### src/rtl/fp_add_seq_ctrl_if.sv
// Operand issue / result writeback bundle for the sequential FP adder controller.
// The slave side is the controller; the master side is the issuer and consumer.
interface fp_add_seq_ctrl_if #(
    parameter int DATA_W = 32
);
    logic              in_valid;
    logic              in_ready;
    logic [DATA_W-1:0] op_a;
    logic [DATA_W-1:0] op_b;
    logic              sub;
    logic              out_valid;
    logic              out_ready;
    logic [DATA_W-1:0] result;
    logic              overflow;
    logic              busy;

    modport master (
        output in_valid, op_a, op_b, sub, out_ready,
        input  in_ready, out_valid, result, overflow, busy
    );

    modport slave (
        input  in_valid, op_a, op_b, sub, out_ready,
        output in_ready, out_valid, result, overflow, busy
    );
endinterface

### src/rtl/fp_add_seq_ctrl.sv
// Multi-cycle IEEE-754 adder controller: capture, align, add, normalize one bit
// per cycle, then pack. Denormals flush to zero and rounding is truncation.
module fp_add_seq_ctrl #(
    parameter int EXP_W  = 8,
    parameter int FRAC_W = 23
) (
    input  logic                clk,
    input  logic                rst_n,
    fp_add_seq_ctrl_if.slave    bus
);
    localparam int W = 1 + EXP_W + FRAC_W;
    localparam int M = FRAC_W + 1;

    localparam logic [2:0] IDLE  = 3'd0;
    localparam logic [2:0] ALIGN = 3'd1;
    localparam logic [2:0] ADD   = 3'd2;
    localparam logic [2:0] NORM  = 3'd3;
    localparam logic [2:0] PACK  = 3'd4;
    localparam logic [2:0] DONE  = 3'd5;

    localparam logic [EXP_W-1:0] SHIFT_LIM = EXP_W'(M);
    localparam logic [EXP_W:0]   EXP_ONE   = (EXP_W+1)'(1);
    localparam logic [EXP_W:0]   EXP_MAX   = {1'b0, {EXP_W{1'b1}}};

    logic [2:0]        state;
    logic              a_sign, b_sign;
    logic [EXP_W-1:0]  a_exp, b_exp;
    logic [FRAC_W-1:0] a_frac, b_frac;
    logic              special, eff_sub, sign_r, overflow_r;
    logic [EXP_W:0]    exp_r;
    logic [M-1:0]      ma_r, mb_r;
    logic [M:0]        sum_r;
    logic [W-1:0]      result_r;

    logic [EXP_W-1:0]  in_ea, in_eb;
    logic [FRAC_W-1:0] in_fa, in_fb;
    logic              in_sb, in_special;
    logic [W-1:0]      special_res;

    // Special-operand result chosen at capture; B already carries the sub inversion.
    always_comb begin
        in_ea       = bus.op_a[W-2 -: EXP_W];
        in_eb       = bus.op_b[W-2 -: EXP_W];
        in_fa       = bus.op_a[FRAC_W-1:0];
        in_fb       = bus.op_b[FRAC_W-1:0];
        in_sb       = bus.op_b[W-1] ^ bus.sub;
        in_special  = (&in_ea) || (&in_eb);
        special_res = bus.op_a;
        if ((&in_ea) && (|in_fa))
            special_res = bus.op_a;
        else if ((&in_eb) && (|in_fb))
            special_res = {in_sb, bus.op_b[W-2:0]};
        else if ((&in_ea) && (&in_eb) && (bus.op_a[W-1] != in_sb))
            special_res = {1'b0, {EXP_W{1'b1}}, 1'b1, {(FRAC_W-1){1'b0}}};
        else if (&in_ea)
            special_res = bus.op_a;
        else
            special_res = {in_sb, bus.op_b[W-2:0]};
    end

    logic              swap, big_sign;
    logic [EXP_W-1:0]  big_exp, small_exp, diff;
    logic [M-1:0]      big_mant, small_mant, shifted;

    // Magnitude ordering and the right-shift alignment unit.
    always_comb begin
        swap       = {b_exp, b_frac} > {a_exp, a_frac};
        big_sign   = swap ? b_sign : a_sign;
        big_exp    = swap ? b_exp : a_exp;
        small_exp  = swap ? a_exp : b_exp;
        big_mant   = swap ? {|b_exp, b_frac} : {|a_exp, a_frac};
        small_mant = swap ? {|a_exp, a_frac} : {|b_exp, b_frac};
        diff       = big_exp - small_exp;
        shifted    = (diff >= SHIFT_LIM) ? '0 : (small_mant >> diff);
    end

    always_ff @(posedge clk or negedge rst_n) begin
        if (!rst_n) begin
            state      <= IDLE;
            a_sign     <= 1'b0;
            b_sign     <= 1'b0;
            a_exp      <= '0;
            b_exp      <= '0;
            a_frac     <= '0;
            b_frac     <= '0;
            special    <= 1'b0;
            eff_sub    <= 1'b0;
            sign_r     <= 1'b0;
            exp_r      <= '0;
            ma_r       <= '0;
            mb_r       <= '0;
            sum_r      <= '0;
            result_r   <= '0;
            overflow_r <= 1'b0;
        end else begin
            case (state)
                IDLE: begin
                    if (bus.in_valid) begin
                        a_sign     <= bus.op_a[W-1];
                        b_sign     <= in_sb;
                        a_exp      <= in_ea;
                        b_exp      <= in_eb;
                        a_frac     <= (in_ea == '0) ? '0 : in_fa;
                        b_frac     <= (in_eb == '0) ? '0 : in_fb;
                        special    <= in_special;
                        result_r   <= special_res;
                        overflow_r <= 1'b0;
                        state      <= in_special ? PACK : ALIGN;
                    end
                end
                ALIGN: begin
                    sign_r  <= big_sign;
                    exp_r   <= {1'b0, big_exp};
                    ma_r    <= big_mant;
                    mb_r    <= shifted;
                    eff_sub <= a_sign ^ b_sign;
                    state   <= ADD;
                end
                ADD: begin
                    sum_r <= eff_sub ? ({1'b0, ma_r} - {1'b0, mb_r})
                                     : ({1'b0, ma_r} + {1'b0, mb_r});
                    state <= NORM;
                end
                // One normalization step per cycle; underflow on left shift flushes to +0.
                NORM: begin
                    if (sum_r == '0) begin
                        sign_r <= 1'b0;
                        exp_r  <= '0;
                        state  <= PACK;
                    end else if (sum_r[M]) begin
                        sum_r <= sum_r >> 1;
                        exp_r <= exp_r + EXP_ONE;
                        state <= PACK;
                    end else if (sum_r[M-1]) begin
                        state <= PACK;
                    end else if (exp_r <= EXP_ONE) begin
                        sign_r <= 1'b0;
                        exp_r  <= '0;
                        sum_r  <= '0;
                        state  <= PACK;
                    end else begin
                        sum_r <= sum_r << 1;
                        exp_r <= exp_r - EXP_ONE;
                    end
                end
                PACK: begin
                    if (!special) begin
                        if (exp_r >= EXP_MAX) begin
                            result_r   <= {sign_r, {EXP_W{1'b1}}, {FRAC_W{1'b0}}};
                            overflow_r <= 1'b1;
                        end else begin
                            result_r <= {sign_r, exp_r[EXP_W-1:0], sum_r[FRAC_W-1:0]};
                        end
                    end
                    state <= DONE;
                end
                DONE: begin
                    if (bus.out_ready)
                        state <= IDLE;
                end
                default: state <= IDLE;
            endcase
        end
    end

    assign bus.in_ready  = (state == IDLE);
    assign bus.busy      = (state != IDLE);
    assign bus.out_valid = (state == DONE);
    assign bus.result    = result_r;
    assign bus.overflow  = overflow_r;
endmodule

### src/flat_wrapper.sv
// flat-port wrapper written by rule: the top's interface ports become plain ports
module fp_add_seq_ctrl_flat 
#(
    parameter int EXP_W  = 8,
    parameter int FRAC_W = 23
)
  (clk, rst_n, bus_in_valid, bus_op_a, bus_op_b, bus_sub, bus_out_ready, bus_in_ready, bus_out_valid, bus_result, bus_overflow, bus_busy);
  fp_add_seq_ctrl_if bus_i ();
  input  logic clk;
  input  logic rst_n;
  input wire logic [$bits(bus_i.in_valid)-1:0] bus_in_valid;
  input wire logic [$bits(bus_i.op_a)-1:0] bus_op_a;
  input wire logic [$bits(bus_i.op_b)-1:0] bus_op_b;
  input wire logic [$bits(bus_i.sub)-1:0] bus_sub;
  input wire logic [$bits(bus_i.out_ready)-1:0] bus_out_ready;
  output wire logic [$bits(bus_i.in_ready)-1:0] bus_in_ready;
  output wire logic [$bits(bus_i.out_valid)-1:0] bus_out_valid;
  output wire logic [$bits(bus_i.result)-1:0] bus_result;
  output wire logic [$bits(bus_i.overflow)-1:0] bus_overflow;
  output wire logic [$bits(bus_i.busy)-1:0] bus_busy;
  assign bus_i.in_valid = bus_in_valid;
  assign bus_i.op_a = bus_op_a;
  assign bus_i.op_b = bus_op_b;
  assign bus_i.sub = bus_sub;
  assign bus_i.out_ready = bus_out_ready;
  assign bus_in_ready = bus_i.in_ready;
  assign bus_out_valid = bus_i.out_valid;
  assign bus_result = bus_i.result;
  assign bus_overflow = bus_i.overflow;
  assign bus_busy = bus_i.busy;
  fp_add_seq_ctrl #(.EXP_W(EXP_W), .FRAC_W(FRAC_W)) u_core (.clk(clk), .rst_n(rst_n), .bus(bus_i));
endmodule
### config.mk
export PLATFORM = sky130hd
export DESIGN_NAME = fp_add_seq_ctrl_flat
export DESIGN_NICKNAME = d
export VERILOG_FILES = /design/src/rtl/fp_add_seq_ctrl_if.sv /design/src/rtl/fp_add_seq_ctrl.sv /design/src/flat_wrapper.sv
export SDC_FILE = /design/constraint.sdc
export NUM_CORES = 1
export LEC_CHECK = 0
export CAP_MARGIN = 20
export CORE_MARGIN = 3
export CORE_UTILIZATION = 55
export CTS_BUF_LIST = sky130_fd_sc_hd__clkbuf_2 sky130_fd_sc_hd__clkbuf_4 sky130_fd_sc_hd__clkbuf_8
export DETAILED_ROUTE_END_ITERATION = 7
export GPL_TIMING_DRIVEN = 0
export PLACE_DENSITY_LB_ADDON = 0.05
export SKIP_LAST_GASP = 1
export SYNTH_ARGS = -nofsm -noshare
export SYNTH_HDL_FRONTEND = slang
export SYNTH_SLANG_ARGS = --single-unit
export TNS_END_PERCENT = 5
### constraint.sdc
create_clock -name clk -period 5.16 [get_ports clk]
set_input_delay 0.516 -clock clk [delete_from_list [all_inputs] [get_ports clk]]
set_output_delay 0.516 -clock clk [all_outputs]
set_load 0.02 [all_outputs]
* Yosys cells after proc, flatten, opt, wreduce, memory -nomap -nowiden
Index checks and enable logic that the tools add are counted.
Word-level totals: logic and storage cells 117, register bits 185, output and inout port bits 36, input bits 69
Operators by class: eq/ne operators 17, mux-type cells 44, add/sub/neg operators 5, reduce and logical (&&, ||, !) cells 27, $lt $le $gt $ge 4, bitwise operators 2, shifts and indexed selects 1
Operator list (count):
- $mux W32 | 6
- $mux W25 | 4
- $mux W24 | 4
- $pmux W32 S2 | 1
- $pmux W25 S2 | 1
- $mux W23 | 2
- $reduce_or A23 Y1 | 2
- $mux W9 | 4
- $gt A31 B31 Y1 | 1
- $mux W31 | 1
- $add A24 B24 Y25 | 1
- $logic_not A25 Y1 | 1
- $sub A24 B24 Y25 | 1
- $shr A24 B8 Y24 | 1
- $mux W3 | 7
- $pmux W3 S6 | 1
- $pmux W9 S2 | 1
- $logic_not A8 Y1 | 2
- $mux W8 | 2
- $reduce_and A8 Y1 | 2
- $reduce_or A8 Y1 | 2
- $add A9 B1 Y9 const B | 1
- $ge A9 B8 Y1 const B | 1
- $le A9 B1 Y1 const B | 1
- 25 further kinds | 50

* Depth between registers and ports, before layout
Gate-level depths: netlist of run 1.
depth after elaboration 8, mapped depth 23, depth with buffers taken out 19

* Worst setup path after synthesis of run 1
OpenSTA, ideal clock, no wires.
path kind flip-flop to flip-flop, start register u_core.b_exp[6], end register u_core.mb_r[0], clock period less this slack 5.197 ns, setup slack -0.037 ns, path buffers 7, data arrival time 5.069 ns, data required time 5.033 ns, cell stages (with the launch flop) 19, setup time 0.127 ns, cell sequence dfrtp_1 -> ha_1 -> buf_2 -> a21oi_1 -> nand3_1 -> o21ai_0 -> o21ai_4 -> a21oi_4 -> buf_6 -> buf_2 -> buf_2 -> buf_1 -> a22oi_1 -> ha_1 -> clkbuf_1 -> buf_1 -> mux4_2 -> a222oi_1 -> o21ai_1
On the way: cells in the longest elaborated chain, start to end 5, elaborated cells on any way between the ends 9, classes of those cells 1 x add/sub; 2 x order compare; 1 x shift; 4 x mux; 1 x reduce/logical
Ends and longest elaborated chain:
- start: declaration | RTL line fp_add_seq_ctrl.sv:27 | logic [EXP_W-1:0] a_exp, b_exp;
- start signal: assignment | RTL line fp_add_seq_ctrl.sv:102 | b_exp <= in_eb;
- $gt A31 B31 Y1 | RTL line fp_add_seq_ctrl.sv:67 | swap = {b_exp, b_frac} > {a_exp, a_frac};
- $mux W8, on equally long branches | RTL line fp_add_seq_ctrl.sv:69, fp_add_seq_ctrl.sv:70
- $sub A8 B8 Y8 | RTL line fp_add_seq_ctrl.sv:73 | diff = big_exp - small_exp;
- $shr A24 B8 Y24 / $ge A8 B5 Y1 (equally long branches) | RTL line fp_add_seq_ctrl.sv:74 | shifted = (diff >= SHIFT_LIM) ? '0 : (small_mant >> diff);
- $mux W24 (*) | RTL line fp_add_seq_ctrl.sv:74
- end signal: assignment | RTL line fp_add_seq_ctrl.sv:115 | mb_r <= shifted;
- end: declaration | RTL line fp_add_seq_ctrl.sv:31 | logic [M-1:0] ma_r, mb_r;
Every way passes the cells marked *; elsewhere a longest branch is shown, timed or not. A chain may end at the register's enable or synchronous reset.

* Worst setup path in the final report of run 1
start register u_core.b_frac[4], end register u_core.mb_r[4]
On the way: cells in the longest elaborated chain, start to end 5, elaborated cells on any way between the ends 8, classes of those cells 1 x add/sub; 2 x order compare; 1 x shift; 4 x mux
Ends and longest elaborated chain:
- start: declaration | RTL line fp_add_seq_ctrl.sv:28 | logic [FRAC_W-1:0] a_frac, b_frac;
- start signal: assignment | RTL line fp_add_seq_ctrl.sv:104 | b_frac <= (in_eb == '0) ? '0 : in_fb;
- $gt A31 B31 Y1 | RTL line fp_add_seq_ctrl.sv:67
- $mux W8, on equally long branches | RTL line fp_add_seq_ctrl.sv:69, fp_add_seq_ctrl.sv:70
- $sub A8 B8 Y8 | RTL line fp_add_seq_ctrl.sv:73
- $shr A24 B8 Y24 / $ge A8 B5 Y1 (equally long branches) | RTL line fp_add_seq_ctrl.sv:74
- $mux W24 (*) | RTL line fp_add_seq_ctrl.sv:74
Marks and branches as above.

==> impl_metrics.json, run 1 <==
{
  "status": "finished, violations left",
  "violations": "negative hold slack",
  "hold_ws_ns": -0.0237,
  "ys_seq_elements": 185,
  "reg2reg_depth": 18,
  "grt_antenna_before_repair": 0,
  "syn_nets": 1527,
  "maxSlewViolCount": 0,
  "layout_common_cells": "184 x dfrtp_1, 132 x nor2_1, 129 x a21oi_1",
  "ys.flop_type": "dfrtp_1",
  "nets": 1658,
  "detail_route.wirelength_mm": 42.8,
  "tightest_slew_ns": 0.900,
  "syn_area_um2": 12800,
  "die_h_um": 159,
  "stdcell_area_um2": 14900,
  "async_reset_ff_frac": 1.00,
  "overflow": 0,
  "drv_cap": 0,
  "post-route-period-util": 0.959,
  "critPathMaxFanout": 19,
  "final-setup-viol-count": 0,
  "yosysWarnings": 0,
  "rsz0062_at_grt": "false",
  "die_area_um2": 25100,
  "clock.fmax_mhz": 202,
  "timing.final.ws_setup_ns": 0.213,
  "r2r_setup_slack_ns": 0.21,
  "vias_per_cell": 6.45,
  "final_hold_viol_count": 5,
  "dp_hpwl_mm": 33.8,
  "wl_met1_mm": 18.1,
  "area_growth_pct": 16.2,
  "dpl-instance-area_um2": 14300,
  "initial_core_util": 0.562,
  "grt_max_degree": 104,
  "crit_path_start_kind": "register",
  "clockBufferDepth": 2,
  "cts_tree": "done",
  "wl_met3_mm": 3.37,
  "reg2reg_from": "u_core.b_frac[4]",
  "grt_pass1_vias": 11158,
  "die_x_um": 159,
  "min_period_ns": 4.95,
  "cts_htree_levels": 4,
  "cts-root-buf": "clkbuf_8",
  "hold_path_class": "in2async",
  "synth.avg_cell_area_um2": 9.17,
  "worst_path_largest_cell_delay_ns": 0.48,
  "port_buffers": 104,
  "worstSetupEndpointType": "register",
  "synth_edf_count": 0,
  "met2WireLength_mm": 19.8,
  "slew-limit-headroom": 0.400,
  "core_um2": 22800,
  "drive_above_1_share": 0.0799,
  "antenna_left": 0,
  "path_class": "reg2reg",
  "routed.top_layer": "met4",
  "seq_area_frac_synth": 0.362,
  "vias": 11942,
  "finClkSkew_ns": 0.0214,
  "wl_per_cell_um": 23.1,
  "synth.distinct_cells": 75,
  "post-place-ws_ns": -1.25,
  "crit_chain": "ha_1, a211oi_1, nor2_1, o31ai_2, a211oi_4, a21oi_4, buf_8, buf_6, a22oi_1, ha_1, a311oi_2, nand2_2, xor2_4, clkbuf_4, mux2_1, a222oi_1, nor2_1, a221o_1",
  "drt-pass1-iter-count": 6,
  "clk_latency_ns": 0.49,
  "r2r-end": "u_core.mb_r[4]",
  "cts_buffers": 17,
  "clk_pin_slew_worst_paths_ns": 0.10,
  "pin_count": 105,
  "first_iter_violations": 1201,
  "grt_pass1_wl_mm": 65.4,
  "clock_sinks": 185,
  "routabilityCongestion": 0.986,
  "critPathRequiredTime_ns": 5.54,
  "grt_util_all_layers": 0.343,
  "syn_inst": 1396,
  "mostFrequentLayoutCell": "dfrtp_1",
  "arrival_ns": 5.33,
  "drc": 0,
  "rows": 55,
  "slowest_stage": "o31ai_2",
  "diodes": 0
}
-- synth_stat cells (all sizes together) (24+ instances only) --
cell / number / area, um2
nor2: 132 / 495
xnor2: 36 / 315
ha: 61 / 763
o21ai: 94 / 482
dfrtp: 185 / 4630
clkbuf: 62 / 233
a22o: 58 / 508
nor4: 34 / 234
inv: 52 / 195
nand2: 113 / 432
mux2i: 113 / 1130
mux2: 24 / 270
a21oi: 130 / 662
-- state kept, by name, indices dropped and copies added (netlist names), 3 cells and up --
signal,count
u_core.sum_r,25
u_core.a_exp,8
u_core.b_exp,8
u_core.state,3
u_core.mb_r,24
u_core.exp_r,9
u_core.a_frac,23
u_core.ma_r,24
u_core.bus.result,32
u_core.b_frac,23
-- cell type report --
cell class              instances  area [um2]
clock inverters                13         213
inverters                      52         195
well taps                     313         392
plain buffers                  78         338
clock buffers                  18         241
fillers                      1992        7900
repair buffers                115        1160
flip-flops and latches        185        4630
multi-input cells            1078        7700
-- per-layer routing --
layer  GRT usage  vias up
li1            -     5450
met1       0.478     5881
met2       0.539      536
met3      0.0655       75
met4       0.121        0
met5           0        -
-- worst max-delay path by stage --
stage / endpoint / startpoint / slack, ns / cells past startpoint
after floorplan: u_core.mb_r[4] / u_core.b_exp[6] / 0.06 / 21
after global placement: u_core.bus.result[27] / rst_n / -4.19 / 1
after detailed placement: u_core.mb_r[4] / u_core.b_frac[4] / -1.25 / 20
after CTS: u_core.mb_r[4] / u_core.a_exp[0] / 0.01 / 19
after global routing: u_core.mb_r[4] / u_core.a_exp[5] / 0.04 / 19
final: u_core.mb_r[4] / u_core.b_frac[4] / 0.21 / 18
-- worst max-delay path, delay by kind of cell, from the launching register on --
kind | cells | cell delay, ns
buffers and inverters | 3 | 0.77
DFF | 1 | 0.43
muxes | 1 | 0.38
xor gates and xnor gates | 1 | 0.25
AOI/OAI and AO/OA | 8 | 2.12
adders and majority gates | 2 | 0.53
and+or+nand+nor | 3 | 0.33
-- through the flow --
stage	std cells	hold WS, ns	TNS, ns	utilization
after floorplan	1396	0.220	0	-
after global placement	1813	0.470	-791.26	0.625
after detailed placement	1815	0.481	-23.43	0.627
after CTS	1846	0.0130	0	0.649
after global routing	1852	0.0223	0	0.653
final	1852	-0.0237	0	0.653
-- repair_timing --
action / in CTS / in global routing
gates resized for setup: 8 / 8
endpoints found under the hold margin: 0 / 0
pin swaps: 1 / 3
hold buffers: 0 / 0
gates cloned: 0 / 0
setup endpoints to repair: 24 / 24
setup buffers: 2 / 7
-- cell families (layout without fill, tap and decap cells) --
group	count (synthesis)	count (layout)	synth area share
simple gates	394	394	0.147
compound gates	421	421	0.217
fa+ha+maj	62	62	0.0612
xor+xnor	47	47	0.0327
buf+inv	133	276	0.0413
flops	185	185	0.362
mux	154	154	0.139
Power of run 1 is not shown: default switching activity piles up to over one toggle a cycle in this logic, so the estimate is an artifact.
==> run 2: changes to the inputs <==
--- a/config.mk
+++ b/config.mk
@@ -7,8 +7,7 @@
 export LEC_CHECK = 0
 export CAP_MARGIN = 20
 export CORE_MARGIN = 3
-export CORE_UTILIZATION = 55
-export CTS_BUF_LIST = sky130_fd_sc_hd__clkbuf_2 sky130_fd_sc_hd__clkbuf_4 sky130_fd_sc_hd__clkbuf_8
+export CORE_UTILIZATION = 54
 export DETAILED_ROUTE_END_ITERATION = 7
 export GPL_TIMING_DRIVEN = 0
 export PLACE_DENSITY_LB_ADDON = 0.05
==> impl_metrics.json, run 2 (synthesized netlist as in run 1, its figures left out) <==
{
  "status": "complete, no violations",
  "drc": 0,
  "die_x_um": 160,
  "arrival_ns": 5.23,
  "tightest_slew_ns": 1.03,
  "cts_hold_buffers": 0,
  "area_growth_pct": 16.6,
  "cts-root-buf": "clkbuf_16",
  "path_class": "reg2reg",
  "slowest_stage": "dfrtp_1",
  "clock_sinks": 185,
  "cts_htree_levels": 4,
  "min_period_ns": 4.90,
  "clk_latency_ns": 0.44,
  "vias": 12014,
  "final_hold_viol_count": 0,
  "cts_buffers": 17,
  "grt_max_degree": 110,
  "crit_path_start_kind": "register",
  "largest_reg_flops": 32,
  "critPathBufInv": 3,
  "diodes": 0,
  "nets": 1653,
  "crit_family": "compound AO/OA/AOI/OAI gates",
  "clockBufferDepth": 2,
  "routabilityCongestion": 0.951,
  "clock.fmax_mhz": 204,
  "finClkSkew_ns": 0.0171,
  "clk_pin_slew_worst_paths_ns": 0.08,
  "hold_path_class": "in2async",
  "critPathRequiredTime_ns": 5.49,
  "crit_chain": "ha_1, buf_2, a21oi_1, nand3_1, o21ai_1, o21ai_4, a21oi_4, buf_8, a22oi_1, ha_1, a311oi_1, nand2_1, xor2_4, clkbuf_4, mux2_1, a222oi_1, nor2_1, a221o_1",
  "core_um2": 23000,
  "layout_common_cells": "185 x dfrtp_1, 132 x nor2_1, 129 x a21oi_1",
  "initial_core_util": 0.557,
  "grt_antenna_before_repair": 0,
  "final-setup-viol-count": 0,
  "first_iter_violations": 1386,
  "drt-pass1-iter-count": 5,
  "grt_util_all_layers": 0.339,
  "worst_path_largest_cell_delay_ns": 0.48,
  "antenna_left": 0,
  "overflow": 0,
  "grt_pass1_vias": 11667,
  "fillers": 1979,
  "die_h_um": 160,
  "vias_per_cell": 6.50,
  "detail_route.wirelength_mm": 43.4,
  "worstSetupEndpointType": "register",
  "drv_cap": 0,
  "wl_per_cell_um": 23.5,
  "die_area_um2": 25600,
  "slew-limit-headroom": 0.308,
  "pin_count": 105,
  "drive_above_1_share": 0.0736,
  "rows": 55,
  "maxSlewViolCount": 0,
  "grt_pass1_wl_mm": 67.6,
  "mostFrequentLayoutCell": "dfrtp_1",
  "cts_tree": "done",
  "crit_top_cell": "ha_1",
  "dp_hpwl_mm": 34.2,
  "critPathMaxFanout": 37,
  "rsz0062_at_grt": "false",
  "port_buffers": 104,
  "post-route-period-util": 0.951,
  "hold_ws_ns": 0.00415
}
run 2: cell count changes in the layout (fill, tap and decap cells not counted), sizes merged:
cell      change
bufinv        -4
clkinvlp      -3
clkbuf        +1
inv           +5
buf           -5
clkinv        +2
run 2: final cells by class:
cell class,instances,area [um2],area share
plain buffers,77,327,0.0219
clock buffers,19,433,0.0290
clock inverters,13,148,0.00989
inverters,52,195,0.0131
multi-input cells,1078,7690,0.515
flip-flops and latches,185,4630,0.310
well taps,313,392,0.0262
repair buffers,111,1120,0.0749
run 2: per-stage QoR:
step                      TNS (ns)   util  instance area [um2]  cells  setup WS, ns
after CTS                        0  0.648                14900   1845        0.0120
after detailed placement    -23.93  0.621                14300   1814         -1.26
after global placement     -783.31  0.619                14200   1813         -4.14
final                            0  0.650                14900   1848         0.255
after global routing             0  0.650                14900   1848        0.0446
after floorplan                  0      -                12800   1396        0.0599
run 2: final timing paths:
check	slack (ns)	endpoint	startpoint	cells after the start
worst max-delay path	0.26	u_core.mb_r[4]	u_core.b_exp[6]	18
worst min-delay path	0.004	u_core.mb_r[9]	rst_n	1
worst max register to register	0.26	u_core.mb_r[4]	u_core.b_exp[6]	18
worst min register to register	0.49	u_core.ma_r[12]	u_core.ma_r[12]	2
max in group asynchronous	4.17	u_core.a_frac[21]	rst_n	2
min in group clk	0.49	u_core.ma_r[12]	u_core.ma_r[12]	2
run 2: worst register-to-register path, cell delays in order (launching register included):
cell and delay, ns:
dfrtp_1 0.48, ha_1 0.38, buf_2 0.19, a21oi_1 0.19, nand3_1 0.11, o21ai_1 0.23, o21ai_4 0.11, a21oi_4 0.19
buf_8 0.33, a22oi_1 0.16, ha_1 0.20, a311oi_1 0.27, nand2_1 0.24, xor2_4 0.30, clkbuf_4 0.28, mux2_1 0.38
a222oi_1 0.40, nor2_1 0.09, a221o_1 0.27
run 2: timing repair:
item | CTS | global route
pin swaps | 1 | 4
gates cloned | 0 | 0
buffers inserted | 1 | 5
setup endpoints to repair | 24 | 19
resized for setup | 8 | 4
run 2: per-layer routing:
metal	global-route usage	vias up	wire [um]
met5	0	-	0
met4	0.128	0	1780
met3	0.0646	96	3380
met2	0.527	554	19600
met1	0.472	5912	18600
li1	-	5452	-
Power of run 2 is left out for the same reason.
==> run 3: changes to the inputs <==
--- a/config.mk
+++ b/config.mk
@@ -8,10 +8,12 @@
 export CAP_MARGIN = 20
 export CORE_MARGIN = 3
 export CORE_UTILIZATION = 54
+export CTS_CLUSTER_SIZE = 40
 export DETAILED_ROUTE_END_ITERATION = 7
 export GPL_TIMING_DRIVEN = 0
 export PLACE_DENSITY_LB_ADDON = 0.05
 export SKIP_LAST_GASP = 1
+export SLEW_MARGIN = 40
 export SYNTH_ARGS = -nofsm -noshare
 export SYNTH_HDL_FRONTEND = slang
 export SYNTH_SLANG_ARGS = --single-unit
==> impl_metrics.json, run 3 (synthesized netlist as in run 1, its figures left out) <==
{
  "worstSetupEndpointType": "register",
  "status": "complete, no violations",
  "setup_tns_ns": 0,
  "antenna_left": 0,
  "drive_above_1_share": 0.0762,
  "finClkSkew_ns": 0.0221,
  "vias_per_cell": 6.45,
  "grt_pass1_wl_mm": 67.7,
  "cts_htree_levels": 4,
  "arrival_ns": 5.20,
  "busiest_layer": "met2",
  "grt_max_degree": 77,
  "grt_antenna_before_repair": 0,
  "fillers": 1983,
  "layout_common_cells": "185 x dfrtp_1, 132 x nor2_1, 128 x a21oi_1",
  "die_h_um": 160,
  "rsz0062_at_grt": "false",
  "routabilityCongestion": 0.951,
  "detail_route.wirelength_mm": 43.6,
  "die_area_um2": 25600,
  "final_hold_viol_count": 0,
  "cts_buffers": 17,
  "area_growth_pct": 17.0,
  "dp_hpwl_mm": 34.1,
  "grt_use_met2": 0.545,
  "path_class": "reg2reg",
  "drc": 0,
  "vias": 11924,
  "grtUsageMet1": 0.464,
  "cts-root-buf": "clkbuf_16",
  "pin_count": 105,
  "mostFrequentLayoutCell": "dfrtp_1",
  "critPathMaxFanout": 37,
  "drt-pass1-iter-count": 8,
  "port_buffers": 104,
  "final-setup-viol-count": 0,
  "r2r-end": "u_core.mb_r[4]",
  "reg2reg_depth": 18,
  "slew-limit-headroom": 0.437,
  "cts_tree": "done",
  "crit_path_start": "u_core.b_exp[6]",
  "grt_pass1_vias": 11661,
  "multiInputGateArea_um2": 7700,
  "use_met3": 0.0716,
  "clk_latency_ns": 0.45,
  "largest_reg_flops": 32,
  "critPathRequiredTime_ns": 5.50,
  "clock.fmax_mhz": 206,
  "die_x_um": 160,
  "cp-endpoint": "u_core.mb_r[4]",
  "wl_per_cell_um": 23.6,
  "diodes": 0,
  "reg2reg_from": "u_core.b_exp[6]",
  "regArea_um2": 4630,
  "initial_core_util": 0.557,
  "drv_cap": 0,
  "clk_pin_slew_worst_paths_ns": 0.08,
  "rows": 55,
  "maxSlewViolCount": 0,
  "nets": 1653,
  "grt_util_all_layers": 0.340,
  "clockBufferDepth": 2,
  "overflow": 0,
  "first_iter_violations": 1146,
  "crit_path_start_kind": "register",
  "core_um2": 23000,
  "min_period_ns": 4.87,
  "r2r_setup_slack_ns": 0.29,
  "clock_sinks": 185,
  "post-route-period-util": 0.943,
  "hold_path_class": "reg2reg",
  "tightest_slew_ns": 0.835
}
-- run 3: per-stage QoR --
| stage | area, um2 | instances | util | hold WS (ns) | setup slack (ns) |
|---|---|---|---|---|---|
| 2_1_floorplan | 12800 | 1396 | - | 0.220 | 0.0599 |
| 4_1_cts | 14900 | 1846 | 0.650 | 0.493 | 0.0165 |
| 3_3_place_gp | 14200 | 1813 | 0.619 | 0.471 | -4.14 |
| 3_5_place_dp | 14300 | 1815 | 0.622 | 0.420 | -1.22 |
| 5_1_grt | 15000 | 1848 | 0.652 | 0.509 | 0.0382 |
| 6_report | 15000 | 1848 | 0.652 | 0.490 | 0.295 |
-- run 3: metal layers --
layer / wire [um] / vias to the layer above
li1: - / 5451
met1: 18700 / 5891
met2: 20100 / 504
met3: 3340 / 78
met4: 1330 / 0
met5: 0 / -
-- run 3: how the worst min path moves through the flow --
stage	start	end	slack [ns]	cells past startpoint
final	u_core.ma_r[12]	u_core.ma_r[12]	0.49	2
after global routing	u_core.ma_r[0]	u_core.ma_r[0]	0.51	2
after CTS	u_core.ma_r[12]	u_core.ma_r[12]	0.49	2
after detailed placement	rst_n	u_core.mb_r[10]	0.42	1
after global placement	u_core.ma_r[21]	u_core.ma_r[21]	0.47	2
after floorplan	rst_n	u_core.a_exp[0]	0.22	0
-- run 3: what timing repair did --
item / in CTS / in global routing
hold buffers: 1 / 0
endpoints found under the hold margin: 37 / 0
buffers inserted: 0 / 4
resized for setup: 8 / 6
endpoints found under the setup margin: 24 / 24
pin swaps: 0 / 5
-- run 3: critical path, stage by stage, from the launching register on --
cell and delay (ns):
dfrtp_1 0.49, ha_1 0.37, buf_2 0.19, a21oi_1 0.18, nand3_1 0.11, o21ai_1 0.22
o21ai_4 0.11, a21oi_4 0.23, buf_8 0.35, a22oi_1 0.13, ha_1 0.20, a311oi_1 0.27
nand2_1 0.24, xor2_4 0.30, buf_4 0.24, mux2_1 0.36, a222oi_1 0.38, nor2_1 0.10
a221o_1 0.27
-- run 3: cell type report --
class	count	area share
repair buffers	111	0.0770
inverters	52	0.0130
multi-input cells	1078	0.514
clock buffers	19	0.0289
clock inverters	13	0.00985
well taps	313	0.0261
flip-flops and latches	185	0.309
plain buffers	77	0.0219
Power of run 3 is left out for the same reason.
==> RTL edit, RTL diff (config.mk and constraints of run 2) <==
Reset style: synchronous (`rst_n`), changed in one clocked block.
--- a/src/rtl/fp_add_seq_ctrl.sv
+++ b/src/rtl/fp_add_seq_ctrl.sv
@@ -74,7 +74,7 @@
         shifted    = (diff >= SHIFT_LIM) ? '0 : (small_mant >> diff);
     end
 
-    always_ff @(posedge clk or negedge rst_n) begin
+    always_ff @(posedge clk) begin
         if (!rst_n) begin
             state      <= IDLE;
             a_sign     <= 1'b0;
Function: differs if rst_n is asserted again (counterexample within 4 cycles, from zero or initial values and one cycle with rst_n low); with rst_n held inactive, the same outputs for 4 cycles.
==> RTL edit against run 2 <==
  * Synthesized area shrank 1.1%
  * Count of clock-buffer cells in the layout grew 1
  * Worst setup slack lost 0.17 ns
  * Routed wire length grew 2.8%
  * Synthesized cell count grew 7.2%
  * Die area shrank 1.0%
  * Sequential cell count is the same
  * Worst hold slack gained 0.47 ns
  * Via count grew 3.6%
  * Final area shrank 0.94%
==> RTL edit: results (changes against run 2) <==
gp_congestion: 0.981  # +3.2%
stdcell_count: 1947  # +5.4%
use_met2_pct: 55.4  # +2.8 points
gr-usage-met3_pct: 6.27  # -0.19 points
path_clk_slew_ns: 0.07
min_period_ns: 5.07  # +0.169 ns
r2r_slack_ns: 0.09  # -0.17 ns
arrival_ns: 5.40  # +0.17 ns
clock-root-buffer: "clkbuf_16"
path_max_fanout: 28  # -24%
syn-num-nets: 1628  # +6.6%
met2WireLength_um: 20600  # +5.3%
drive_above_1_share_pct: 5.32  # -2.0 points
nets: 1752  # +6.0%
status: "finished clean"
row_count: 55  # unchanged
grt_max_degree: 29  # -74%
critPathTopFamily: "simple AND/OR/NAND/NOR gates"
worst_hold_path_type: "register to register"
dr.pass1.iters: 6  # +1
diodes: 0  # unchanged
crit_slowest_cell: "mux4_2"
holdWs_ns: 0.471  # +0.467 ns
ys_types: 75  # unchanged
drtIter0Drc: 1360  # -1.9%
routedWlPerCell_um: 22.9  # -2.4%
ys_async_sr_fraction_pct: 0  # -100 points
rr_worst_depth: 20  # +2
grt.met1_usage_pct: 44.3  # -2.9 points
numCtsBuffers: 17  # unchanged
cellLeakagePower_nw: 6.26
grt_usage_pct: 34.1  # +0.25 points
ir_drop_v: 0.000299
grt_pass1_wl_um: 67900  # +0.47%
yosysSeqAreaShare_pct: 29.2  # -6.9 points
clock_path_buffers: 2  # unchanged
rr_endpoint: "u_core.mb_r[2]"
place_area_um2: 14100  # -1.1%
synthFlopType: "dfxtp_1"
largest_reg_flops: 32  # unchanged
h-tree-depth: 4  # unchanged
m1WireLength_um: 18300  # -1.5%
dp_slack_ns: -1.24  # +0.0262 ns
io_buffers: 104  # unchanged
num_vias: 12500  # +3.6%
r2r_start: "u_core.a_exp[5]"
worst_clock_skew_ns: 0.0138  # -0.00338 ns
synthTopCellsByCount: "dfxtp_1 (185), nand2_1 (154), mux2i_1 (112)"
synthCells: 1497  # +7.2%
synth_area_leaders: "dfxtp_1 (29%), mux2i_1 (8.9%), ha_1 (6.0%), nand2_1 (4.6%), o211a_1 (4.4%)"
slowest_delay_ns: 0.53  # +0.05 ns
critPathKind: "register to register"
dpl.hpwl_um: 35500  # +3.9%
tightest_slew_ns: 0.878  # -0.153 ns
wl_met3_um: 3570  # +5.4%
antenna_found_initial: 0  # unchanged
highest_layer: "met4"
synth_warnings: 0  # unchanged
## RTL edit: changes by cell type in the layout (fill, tap and decap cells not counted), moves of 52 or more
cell | run 2 | this run
a21oi_1 | 129 | 77
dfrtp_1 | 185 | 0
dfxtp_1 | 0 | 185
nor2_1 | 132 | 79
nor2b_1 | 14 | 76
o211a_1 | 1 | 56
## RTL edit: cell type report
type | instances | area, um2
timing repair buffer | 109 | 1090
inverter | 59 | 221
clock buffer | 20 | 447
tap | 313 | 392
buffer | 99 | 453
fill | 2027 | 8060
sequential | 185 | 3700
clock inverter | 12 | 139
multi-input combinational | 1150 | 8340
## RTL edit: worst min path at each step
stage / from / endpoint / slack (ns) / depth (start not counted)
floorplan: u_core.mb_r[14] / u_core.mb_r[14] / 0.47 / 2
global placement: u_core.bus.result[23] / u_core.bus.result[23] / 0.46 / 2
detailed placement: u_core.bus.result[23] / u_core.bus.result[23] / 0.46 / 2
CTS: u_core.bus.result[23] / u_core.bus.result[23] / 0.47 / 2
global route: u_core.bus.result[23] / u_core.bus.result[23] / 0.49 / 2
finish: u_core.bus.result[23] / u_core.bus.result[23] / 0.47 / 2
## RTL edit: repair_timing
item                       in CTS  in global routing
setup endpoints to repair      24                 23
setup buffers                   5                  0
gates resized for setup        10                  3
pin swaps                       5                  4
## RTL edit: kinds of logic after synthesis
family / Yosys count / synth area share [%]
fa+ha+maj: 62 / 6.19
compound gates: 438 / 25.1
simple gates: 462 / 18.2
flops: 185 / 29.2
mux: 137 / 12.5
xor+xnor: 51 / 3.59
buf+inv: 162 / 5.23
## RTL edit: where the power goes
group | total, mW | internal [mW] | switching (mW)
Clock | 1.35 | 0.735 | 0.615
Sequential | 1.93 | 1.66 | 0.263
Combinational | 4.71 | 1.94 | 2.77
Total | 7.99 | 4.34 | 3.65
